File: src/rtl/flappy_pkg.sv
`default_nettype none
// +-----------------------------------------------------------------------------+
// | Package : flappy_pkg                                                        |
// | Brief   : Shared state encoding, reset coordinates and LFSR/gap helpers     |
// |           for the 16x16 flappy-bird game sequencer.                         |
// | Rev     : 1.0  initial release                                              |
// +-----------------------------------------------------------------------------+
package flappy_pkg;

   typedef enum logic [1:0] {
      IDLE = 2'd0,
      PLAY = 2'd1,
      OVER = 2'd2
   } state_t;

   localparam logic [3:0] GRID_MAX    = 4'd15;
   localparam logic [3:0] BIRD_Y_INIT = 4'd7;
   localparam logic [3:0] PIPE_X_INIT = 4'd15;
   localparam logic [3:0] GAP_Y_INIT  = 4'd6;
   localparam logic [7:0] LFSR_SEED   = 8'hA5;

   // 8-bit Fibonacci LFSR, taps 8,6,5,4; a non-zero seed never reaches all-zero.
   function automatic logic [7:0] lfsr_next(input logic [7:0] cur);
      return {cur[6:0], cur[7] ^ cur[5] ^ cur[4] ^ cur[3]};
   endfunction

   // Fold the low LFSR nibble into the legal gap range 0..gap_max.
   function automatic logic [3:0] gap_from_lfsr(input logic [7:0] cur,
                                                input logic [3:0] gap_max);
      logic [3:0] n;
      n = cur[3:0];
      return (n > gap_max) ? (n - 4'd8) : n;
   endfunction

endpackage
`default_nettype wire

File: src/rtl/game_sequencer_tick_gen.sv
`default_nettype none
// +-----------------------------------------------------------------------------+
// | Module  : tick_gen                                                          |
// | Brief   : Game tick divider. Counts 0..TICK_DIV-1 while enabled, held at 0  |
// |           otherwise; tick is high on the terminal count.                    |
// | Rev     : 1.0  initial release                                              |
// +-----------------------------------------------------------------------------+
module tick_gen #(
   parameter int TICK_DIV = 25_000_000
) (
   input  logic clk,
   input  logic reset,
   input  logic en,
   output logic tick
);

   localparam int            CW   = (TICK_DIV > 1) ? $clog2(TICK_DIV) : 1;
   localparam logic [CW-1:0] TERM = CW'(TICK_DIV - 1);

   logic [CW-1:0] r_count;

   // Divider counter: wraps on terminal count, parked at zero when disabled.
   always_ff @(posedge clk or posedge reset) begin
      if (reset)
         r_count <= '0;
      else if (!en || (r_count == TERM))
         r_count <= '0;
      else
         r_count <= r_count + 1'b1;
   end

   assign tick = en && (r_count == TERM);

endmodule
`default_nettype wire

File: src/rtl/game_sequencer.sv
`default_nettype none
// +-----------------------------------------------------------------------------+
// | Module  : game_sequencer                                                    |
// | Brief   : Flappy-bird game FSM: tick-driven bird/pipe motion, LFSR gap      |
// |           generation, score and end-of-game detection.                      |
// | Config  : define HIGH_SCORE_EN to keep a best-score register; otherwise     |
// |           high_score is tied to zero.                                       |
// | Rev     : 1.0  initial release                                              |
// +-----------------------------------------------------------------------------+
module game_sequencer
   import flappy_pkg::*;
#(
   parameter int TICK_DIV    = 25_000_000,
   parameter int BIRD_X      = 12,
   parameter int GAP_SIZE    = 4,
   parameter int FLAP_HEIGHT = 2
) (
   input  logic       clk,
   input  logic       reset,
   input  logic       start,
   input  logic       flap,
   input  logic       collision,
   output logic [3:0] bird_x,
   output logic [3:0] bird_y,
   output logic [3:0] pipe_x,
   output logic [3:0] gap_y,
   output logic [7:0] score,
   output logic       playing,
   output logic       game_over,
   output logic [7:0] high_score
);

   localparam logic [3:0] BIRD_X_C = 4'(BIRD_X);
   localparam logic [3:0] FLAP_H   = 4'(FLAP_HEIGHT);
   // Highest legal gap top row so the whole gap stays on the grid.
   localparam logic [3:0] GAP_MAX  = 4'(16 - GAP_SIZE);

   state_t     r_state, w_state_nxt;
   logic [3:0] r_bird_y, w_bird_y_nxt;
   logic [3:0] r_pipe_x, w_pipe_x_nxt;
   logic [3:0] r_gap_y, w_gap_y_nxt;
   logic [7:0] r_score, w_score_nxt;
   logic       r_flap_pending, w_flap_pending_nxt;
   logic [7:0] r_lfsr;
   logic       w_tick;
   logic       w_hit;
   logic       w_flap_now;

   tick_gen #(
      .TICK_DIV (TICK_DIV)
   ) u_tick_gen (
      .clk   (clk),
      .reset (reset),
      .en    (r_state == PLAY),
      .tick  (w_tick)
   );

   // State and game-coordinate registers.
   always_ff @(posedge clk or posedge reset) begin
      if (reset) begin
         r_state        <= IDLE;
         r_bird_y       <= BIRD_Y_INIT;
         r_pipe_x       <= PIPE_X_INIT;
         r_gap_y        <= GAP_Y_INIT;
         r_score        <= 8'd0;
         r_flap_pending <= 1'b0;
      end else begin
         r_state        <= w_state_nxt;
         r_bird_y       <= w_bird_y_nxt;
         r_pipe_x       <= w_pipe_x_nxt;
         r_gap_y        <= w_gap_y_nxt;
         r_score        <= w_score_nxt;
         r_flap_pending <= w_flap_pending_nxt;
      end
   end

   // Next-state and per-tick game update; coordinates only move in PLAY.
   always_comb begin
      w_state_nxt        = r_state;
      w_bird_y_nxt       = r_bird_y;
      w_pipe_x_nxt       = r_pipe_x;
      w_gap_y_nxt        = r_gap_y;
      w_score_nxt        = r_score;
      w_flap_pending_nxt = r_flap_pending;
      w_hit              = 1'b0;
      // A flap arriving on the tick cycle still applies to that tick.
      w_flap_now         = r_flap_pending | flap;

      unique case (r_state)
         IDLE: begin
            w_flap_pending_nxt = 1'b0;
            if (start) begin
               w_state_nxt  = PLAY;
               w_bird_y_nxt = BIRD_Y_INIT;
               w_pipe_x_nxt = PIPE_X_INIT;
               w_gap_y_nxt  = GAP_Y_INIT;
               w_score_nxt  = 8'd0;
            end
         end
         PLAY: begin
            w_hit = collision | (r_bird_y == GRID_MAX);
            if (w_tick) begin
               w_flap_pending_nxt = 1'b0;
               if (w_flap_now)
                  w_bird_y_nxt = (r_bird_y < FLAP_H) ? 4'd0 : (r_bird_y - FLAP_H);
               else if (r_bird_y != GRID_MAX)
                  w_bird_y_nxt = r_bird_y + 4'd1;
               if (r_pipe_x == 4'd0) begin
                  w_pipe_x_nxt = GRID_MAX;
                  w_gap_y_nxt  = gap_from_lfsr(r_lfsr, GAP_MAX);
               end else begin
                  w_pipe_x_nxt = r_pipe_x - 4'd1;
               end
               // Pipe is passed when it leaves the bird column; a hit voids it.
               if ((r_pipe_x == BIRD_X_C) && !w_hit && (r_score != 8'hFF))
                  w_score_nxt = r_score + 8'd1;
            end else if (flap) begin
               w_flap_pending_nxt = 1'b1;
            end
            if (w_hit)
               w_state_nxt = OVER;
         end
         OVER: begin
            w_flap_pending_nxt = 1'b0;
            if (start)
               w_state_nxt = IDLE;
         end
         default: begin
            w_state_nxt = IDLE;
         end
      endcase
   end

   // Free-running gap generator, stepped every clock in every state.
   always_ff @(posedge clk or posedge reset) begin
      if (reset)
         r_lfsr <= LFSR_SEED;
      else
         r_lfsr <= lfsr_next(r_lfsr);
   end

`ifdef HIGH_SCORE_EN
   logic [7:0] r_high_score;

   // Best score, captured when a game ends with a new record.
   always_ff @(posedge clk or posedge reset) begin
      if (reset)
         r_high_score <= 8'd0;
      else if ((r_state == PLAY) && w_hit && (r_score > r_high_score))
         r_high_score <= r_score;
   end

   assign high_score = r_high_score;
`else
   assign high_score = 8'd0;
`endif

   assign bird_x    = BIRD_X_C;
   assign bird_y    = r_bird_y;
   assign pipe_x    = r_pipe_x;
   assign gap_y     = r_gap_y;
   assign score     = r_score;
   assign playing   = (r_state == PLAY);
   assign game_over = (r_state == OVER);

endmodule
`default_nettype wire

File: config.mk
export PLATFORM = sky130hd
export DESIGN_NAME = game_sequencer
export DESIGN_NICKNAME = d
export VERILOG_FILES = /design/src/rtl/flappy_pkg.sv /design/src/rtl/game_sequencer_tick_gen.sv /design/src/rtl/game_sequencer.sv
export SDC_FILE = /design/constraint.sdc
export NUM_CORES = 1
export LEC_CHECK = 0
export CAP_MARGIN = 20
export CORE_MARGIN = 2
export CORE_UTILIZATION = 50
export CTS_BUF_LIST = sky130_fd_sc_hd__clkbuf_16
export CTS_CLUSTER_SIZE = 10
export DETAILED_ROUTE_END_ITERATION = 10
export PLACE_DENSITY = 0.73
export RECOVER_POWER = 50
export SLEW_MARGIN = 30
export SYNTH_ARGS = -nofsm -noshare
export SYNTH_HDL_FRONTEND = slang
export SYNTH_SLANG_ARGS = --single-unit
File: constraint.sdc
create_clock -name clk -period 5.2 [get_ports clk]
set_clock_uncertainty 0.15 [all_clocks]
set_input_delay 0.78 -clock clk [delete_from_list [all_inputs] [get_ports clk]]
set_output_delay 0.78 -clock clk [all_outputs]
set_load 0.01 [all_outputs]
# Word level (Yosys, flattened, before mapping)
# Cells that the tools add are included.
# word_totals
word_cells	80
inputBits	5
out_inout_bits	34
reg_bits	56
# op_classes
eq_ne	15
bitwise_logic	5
n_reduce_logical	17
n_lt_le_gt_ge	2
n_mux	27
add_sub_neg	6
# op_table
operator	n
4-bit two-way mux	12
25-bit by 1-bit adder with 25-bit output (second input constant)	1
25-bit == test (second input constant)	1
25-bit two-way mux	1
8-bit two-way mux	3
4-bit case mux with 2 select lines	3
8-bit case mux with 2 select lines	1
2-bit inequality test (second input constant)	6
4-bit AND reduction	3
8-bit by 1-bit adder with 8-bit output (second input constant)	1
4-bit == test (second input constant)	2
8-bit inequality test (second input constant)	1
2-bit two-way mux	3
3-bit inequality test (second input constant)	2
2-bit case mux with 3 select lines	1
3-bit AND reduction	2
4-bit by 1-bit adder with 4-bit output (second input constant)	1
4-bit greater-than comparator (second input constant)	1
4-bit zero test	1
4-bit by 2-bit less-than comparator with 1-bit output (second input constant)	1
4-bit inequality test (second input constant)	1
2-bit nonzero test	2
4-bit by 1-bit subtractor with 4-bit output (second input constant)	1
4-bit by 2-bit subtractor with 4-bit output (second input constant)	1
13 further kinds	20

# Longest topological paths before layout
# depth
word_depth	8
mapped_depth	7
ltp_nobuf	7

# Cells and area by module
# From an unflattened synthesis, not the netlist that was laid out.
# hier_totals
cells_unflattened	308
hier_area_um2	2960.3
# modules_own_cells
module	area_each_um2	seq_area_each_um2	instances	cells_per_inst
game_sequencer	1675.4	792.0	1	175
tick_gen	1285.0	625.6	1	133

# Worst setup path after synthesis
# No wires, ideal clock.
# synth_path
path_kind	input-to-reg
start	input port collision
end	register r_score[4], in the netlist score[4]
path_slack_ns	2.901
n_path_buf	0
t_arrival_ns	2.080
setup_ns	0.069
cell_stages	5
required_time_ns	4.981
cell_sequence	a31o_4 > a311oi_4 > nand3_4 > or4_1 > nand3_1
# synth_between
elab_chain_len	6
# synth_lines
element	line_no	text
start, declared	game_sequencer.sv:22	input logic collision,
1-bit OR	game_sequencer.sv:101	w_hit = collision | (r_bird_y == GRID_MAX);
1-bit zero test	game_sequencer.sv:115	if ((r_pipe_x == BIRD_X_C) && !w_hit && (r_score != 8'hFF))
1-bit logical AND (2 in a row)	game_sequencer.sv:115	
2-bit inequality test (no line)	n/a	
4-bit AND reduction (no line)	n/a	
end signal, assigned	game_sequencer.sv:72	r_score <= w_score_nxt;
end, declared	game_sequencer.sv:42	logic [7:0] r_score, w_score_nxt;
# Every way passes these cells.
# A chain may end at the register's enable or synchronous reset.

# Worst setup path in the final report
# layout_path
start	register r_state[1]
end	output port playing
# layout_between
elab_chain_len	1
# layout_lines
element	line_no	text
start, declared	game_sequencer.sv:38	state_t r_state, w_state_nxt;
start signal, assigned	game_sequencer.sv:68	r_state <= w_state_nxt;
2-bit by 1-bit == test with 1-bit output	game_sequencer.sv:163	assign playing = (r_state == PLAY);
end, declared	game_sequencer.sv:28	output logic playing,
# Every way passes these cells.

==> flow_summary.json <==
{
  "avgRoutedWirePerCell_um": 14.7,
  "peakVddDrop_mv": 0.226,
  "postRouteAntennaNets": 0,
  "grt_pass1_wl_um": 10500,
  "syn_inst": 322,
  "hold_path_class": "register to register",
  "cts_resized": 0,
  "clock_sinks": 56,
  "p_leak_nw": 1.40,
  "netlist_area_mm2": 0.00306,
  "n_antenna_cell": 0,
  "grt_max_degree": 57,
  "synth-seq-area-share_pct": 46.3,
  "clock_path_buffers": 2,
  "antenna_found_initial": 0,
  "start_util_pct": 51.7,
  "drt_iter0_drc": 214,
  "vias": 2420,
  "worst_slack_ns": 1.98,
  "path_cells": "inv_1 > nand2_1 > inv_1 > clkdlybuf4s50_1",
  "dp_hpwl_um": 4330,
  "crit_type": "register to primary output",
  "insertion_delay_ns": 0.30,
  "place_congestion": 0.816,
  "drive_above_1_share_pct": 8.70,
  "row_count": 28,
  "totalWireLength_um": 6190,
  "fin_tns_setup_ns": 0,
  "max_stage_delay_ns": 0.66,
  "p_per_area_mw_per_mm2": 325,
  "cap_violations": 0,
  "area_delta_synth_final_pct": 13.4,
  "critPathSlowestCell": "clkdlybuf4s50_1",
  "chipHeight_um": 82.2,
  "grt_overflow": 0,
  "grt_usage_pct": 20.3,
  "multiInputGateArea_mm2": 0.00148,
  "setup_viol": 0,
  "synth.avg_cell_area_um2": 9.50,
  "cp_max_fo": 20,
  "rsz0062_at_grt": "no",
  "crit_top_cell": "inv_1",
  "synth_edf_count": 0,
  "hold_buffers": 0,
  "vias_per_cell": 5.76,
  "arrival_ns": 2.29,
  "path_delay_family": "buffers and inverters",
  "synth_flop_cell": "dfrtp_1",
  "die_area_mm2": 0.00676,
  "place_ws_ns": 2.36,
  "cts-root-buf": "clkbuf_16",
  "cp-start-kind": "register",
  "io_pins": 39,
  "synth_seq_cells": 56,
  "cp_num_buf_inv": 3,
  "cts_buffers": 5,
  "hold_viol": 0,
  "drc_errors": 0,
  "worstPathRequired_ns": 4.27,
  "cts_setup_buffers": 0,
  "status": "completed",
  "yosysWarnings": 0,
  "die_w_um": 82.2,
  "fmax_ghz": 0.310,
  "postLayoutCoreUtil_pct": 58.6,
  "core-area_mm2": 0.00592,
  "nFillCells": 511,
  "io_buffers": 26,
  "slew_headroom_pct": 29.2,
  "final_nets": 356,
  "slew_violations": 0,
  "finalCritPeriodShare_pct": 62.0,
  "synth-async-reset-ratio_pct": 100,
  "ff_latch_area_mm2": 0.00142,
  "hold_ws_ns": 0.204,
  "critPathCaptureType": "primary output",
  "finalCriticalPeriod_ns": 3.22,
  "cts.clk_slew.worst_paths_ns": 0.08,
  "first_pass_iters": 4,
  "cts_htree_levels": 2,
  "cts_tree": "yes",
  "grt_pass1_vias": 2248,
  "tightestPinTransition_ns": 1.05,
  "ys_types": 54
}
[cells in the final DEF, fill, tap and decap left out, types with 10 or more instances in the layout]
cell | Yosys | routed
nand2_1 | 23 | 23
conb_1 | 2 | 12
nor2_1 | 40 | 40
o21ai_0 | 17 | 18
dfstp_2 | 13 | 10
dfrtp_1 | 43 | 43
nand3_1 | 20 | 20
xnor2_1 | 17 | 17
a21oi_1 | 11 | 11
clkdlybuf4s50_1 | 0 | 25
inv_1 | 15 | 14
[worst register-to-register path: cells and delay by family, from the launching register on]
family                   cells  cell delay (ns)
AO/OA/AOI/OAI                2             0.79
adder cells (fa/ha/maj)      1             0.25
flip-flops                   1             0.42
AND/OR/NAND/NOR              3             0.80
[synth_stat cells (2+ instances only)]
cell	count	area (µm²)
xor2_1	9	78.8
inv_1	15	56.3
buf_6	2	22.5
xnor2_1	17	149
clkbuf_1	4	15.0
nor4b_1	2	17.5
buf_4	12	90.1
nor4_1	8	50.1
ha_1	7	87.6
buf_2	3	15.0
o21ai_1	2	10.0
nor4_2	2	25.0
nand4_1	9	56.3
o21ai_0	17	85.1
and4_1	3	26.3
dfrtp_1	43	1080
or4_1	2	15.0
conb_1	2	7.51
nor3_1	9	45.0
a31oi_1	2	12.5
o2bb2ai_1	3	26.3
a21oi_1	11	55.1
nand2_1	23	86.3
nor2_1	40	150
nand3_1	20	100
dfstp_2	13	342
a41oi_1	2	17.5
a2bb2oi_1	3	26.3
nor2b_1	2	12.5
and3_1	5	31.3
o211ai_1	4	30.0
or3_1	4	25.0
[layer usage]
metal  vias up  track usage, %  wire (µm)
met5         -               0          0
met4         0            5.83         96
met3        10            4.78        282
met2        66            31.7       2870
met1      1179            28.1       2950
li1       1165               -          -
[stage by stage]
stage          cell area (µm²)  std cells  power (mW)
4_1_cts                   3460        420        1.13
3_3_place_gp              3310        412       0.779
6_report                  3470        420        1.13
2_1_floorplan             3100        332       0.718
5_1_grt                   3470        420        1.20
3_5_place_dp              3310        412       0.789
[logic make-up (layout without fill, tap and decap cells)]
logic type,Yosys count,in the layout,share of synthesized area (%)
fa+ha+maj,7,7,2.86
xor+xnor,26,26,7.44
other cells,2,12,0.245
compound gates,55,55,12.6
simple gates,139,139,23.9
buf+inv,37,50,6.66
flops,56,56,46.3
[worst paths after layout]
| kind | start | to | slack, ns | cells past startpoint |
|---|---|---|---|---|
| max | r_state[1]$_DFFE_PP0P_ | playing | 1.98 | 4 |
| min in group asynchronous | reset | u_tick_gen.r_count[20]$_DFF_PP0_ | 0.96 | 3 |
| min reg2reg | r_lfsr[6]$_DFF_PP0_ | r_lfsr[7]$_DFF_PP1_ | 0.20 | 0 |
| min | r_lfsr[6]$_DFF_PP0_ | r_lfsr[7]$_DFF_PP1_ | 0.20 | 0 |
| max reg2reg | u_tick_gen.r_count[0]$_DFF_PP0_ | pipe_x[1]$_DFFE_PP1P_ | 2.72 | 6 |
| max in group asynchronous | reset | u_tick_gen.r_count[6]$_DFF_PP0_ | 3.46 | 3 |
[sequential cells by signal, indices dropped and copies added, names as in the netlist]
name / cells
bird_y: 4
r_lfsr: 8
r_flap_pending: 1
pipe_x: 4
u_tick_gen.r_count: 25
r_state: 2
score: 8
gap_y: 4
[where the power goes]
| part | leakage, nW | total [mW] | switching [mW] | internal, mW |
|---|---|---|---|---|
| Clock | 0.0708 | 0.343 | 0.160 | 0.182 |
| Combinational | 0.596 | 0.279 | 0.194 | 0.0850 |
| Sequential | 0.732 | 0.508 | 0.0389 | 0.469 |
[final cells by class]
type / count / area share (%)
Multi-Input combinational cell: 239 / 42.8
Clock inverter: 3 / 0.721
Sequential cell: 56 / 40.9
Tap cell: 75 / 2.70
Timing Repair Buffer: 27 / 7.72
Clock buffer: 5 / 3.61
Inverter: 15 / 1.62
Power figures use the tool's default switching activity.
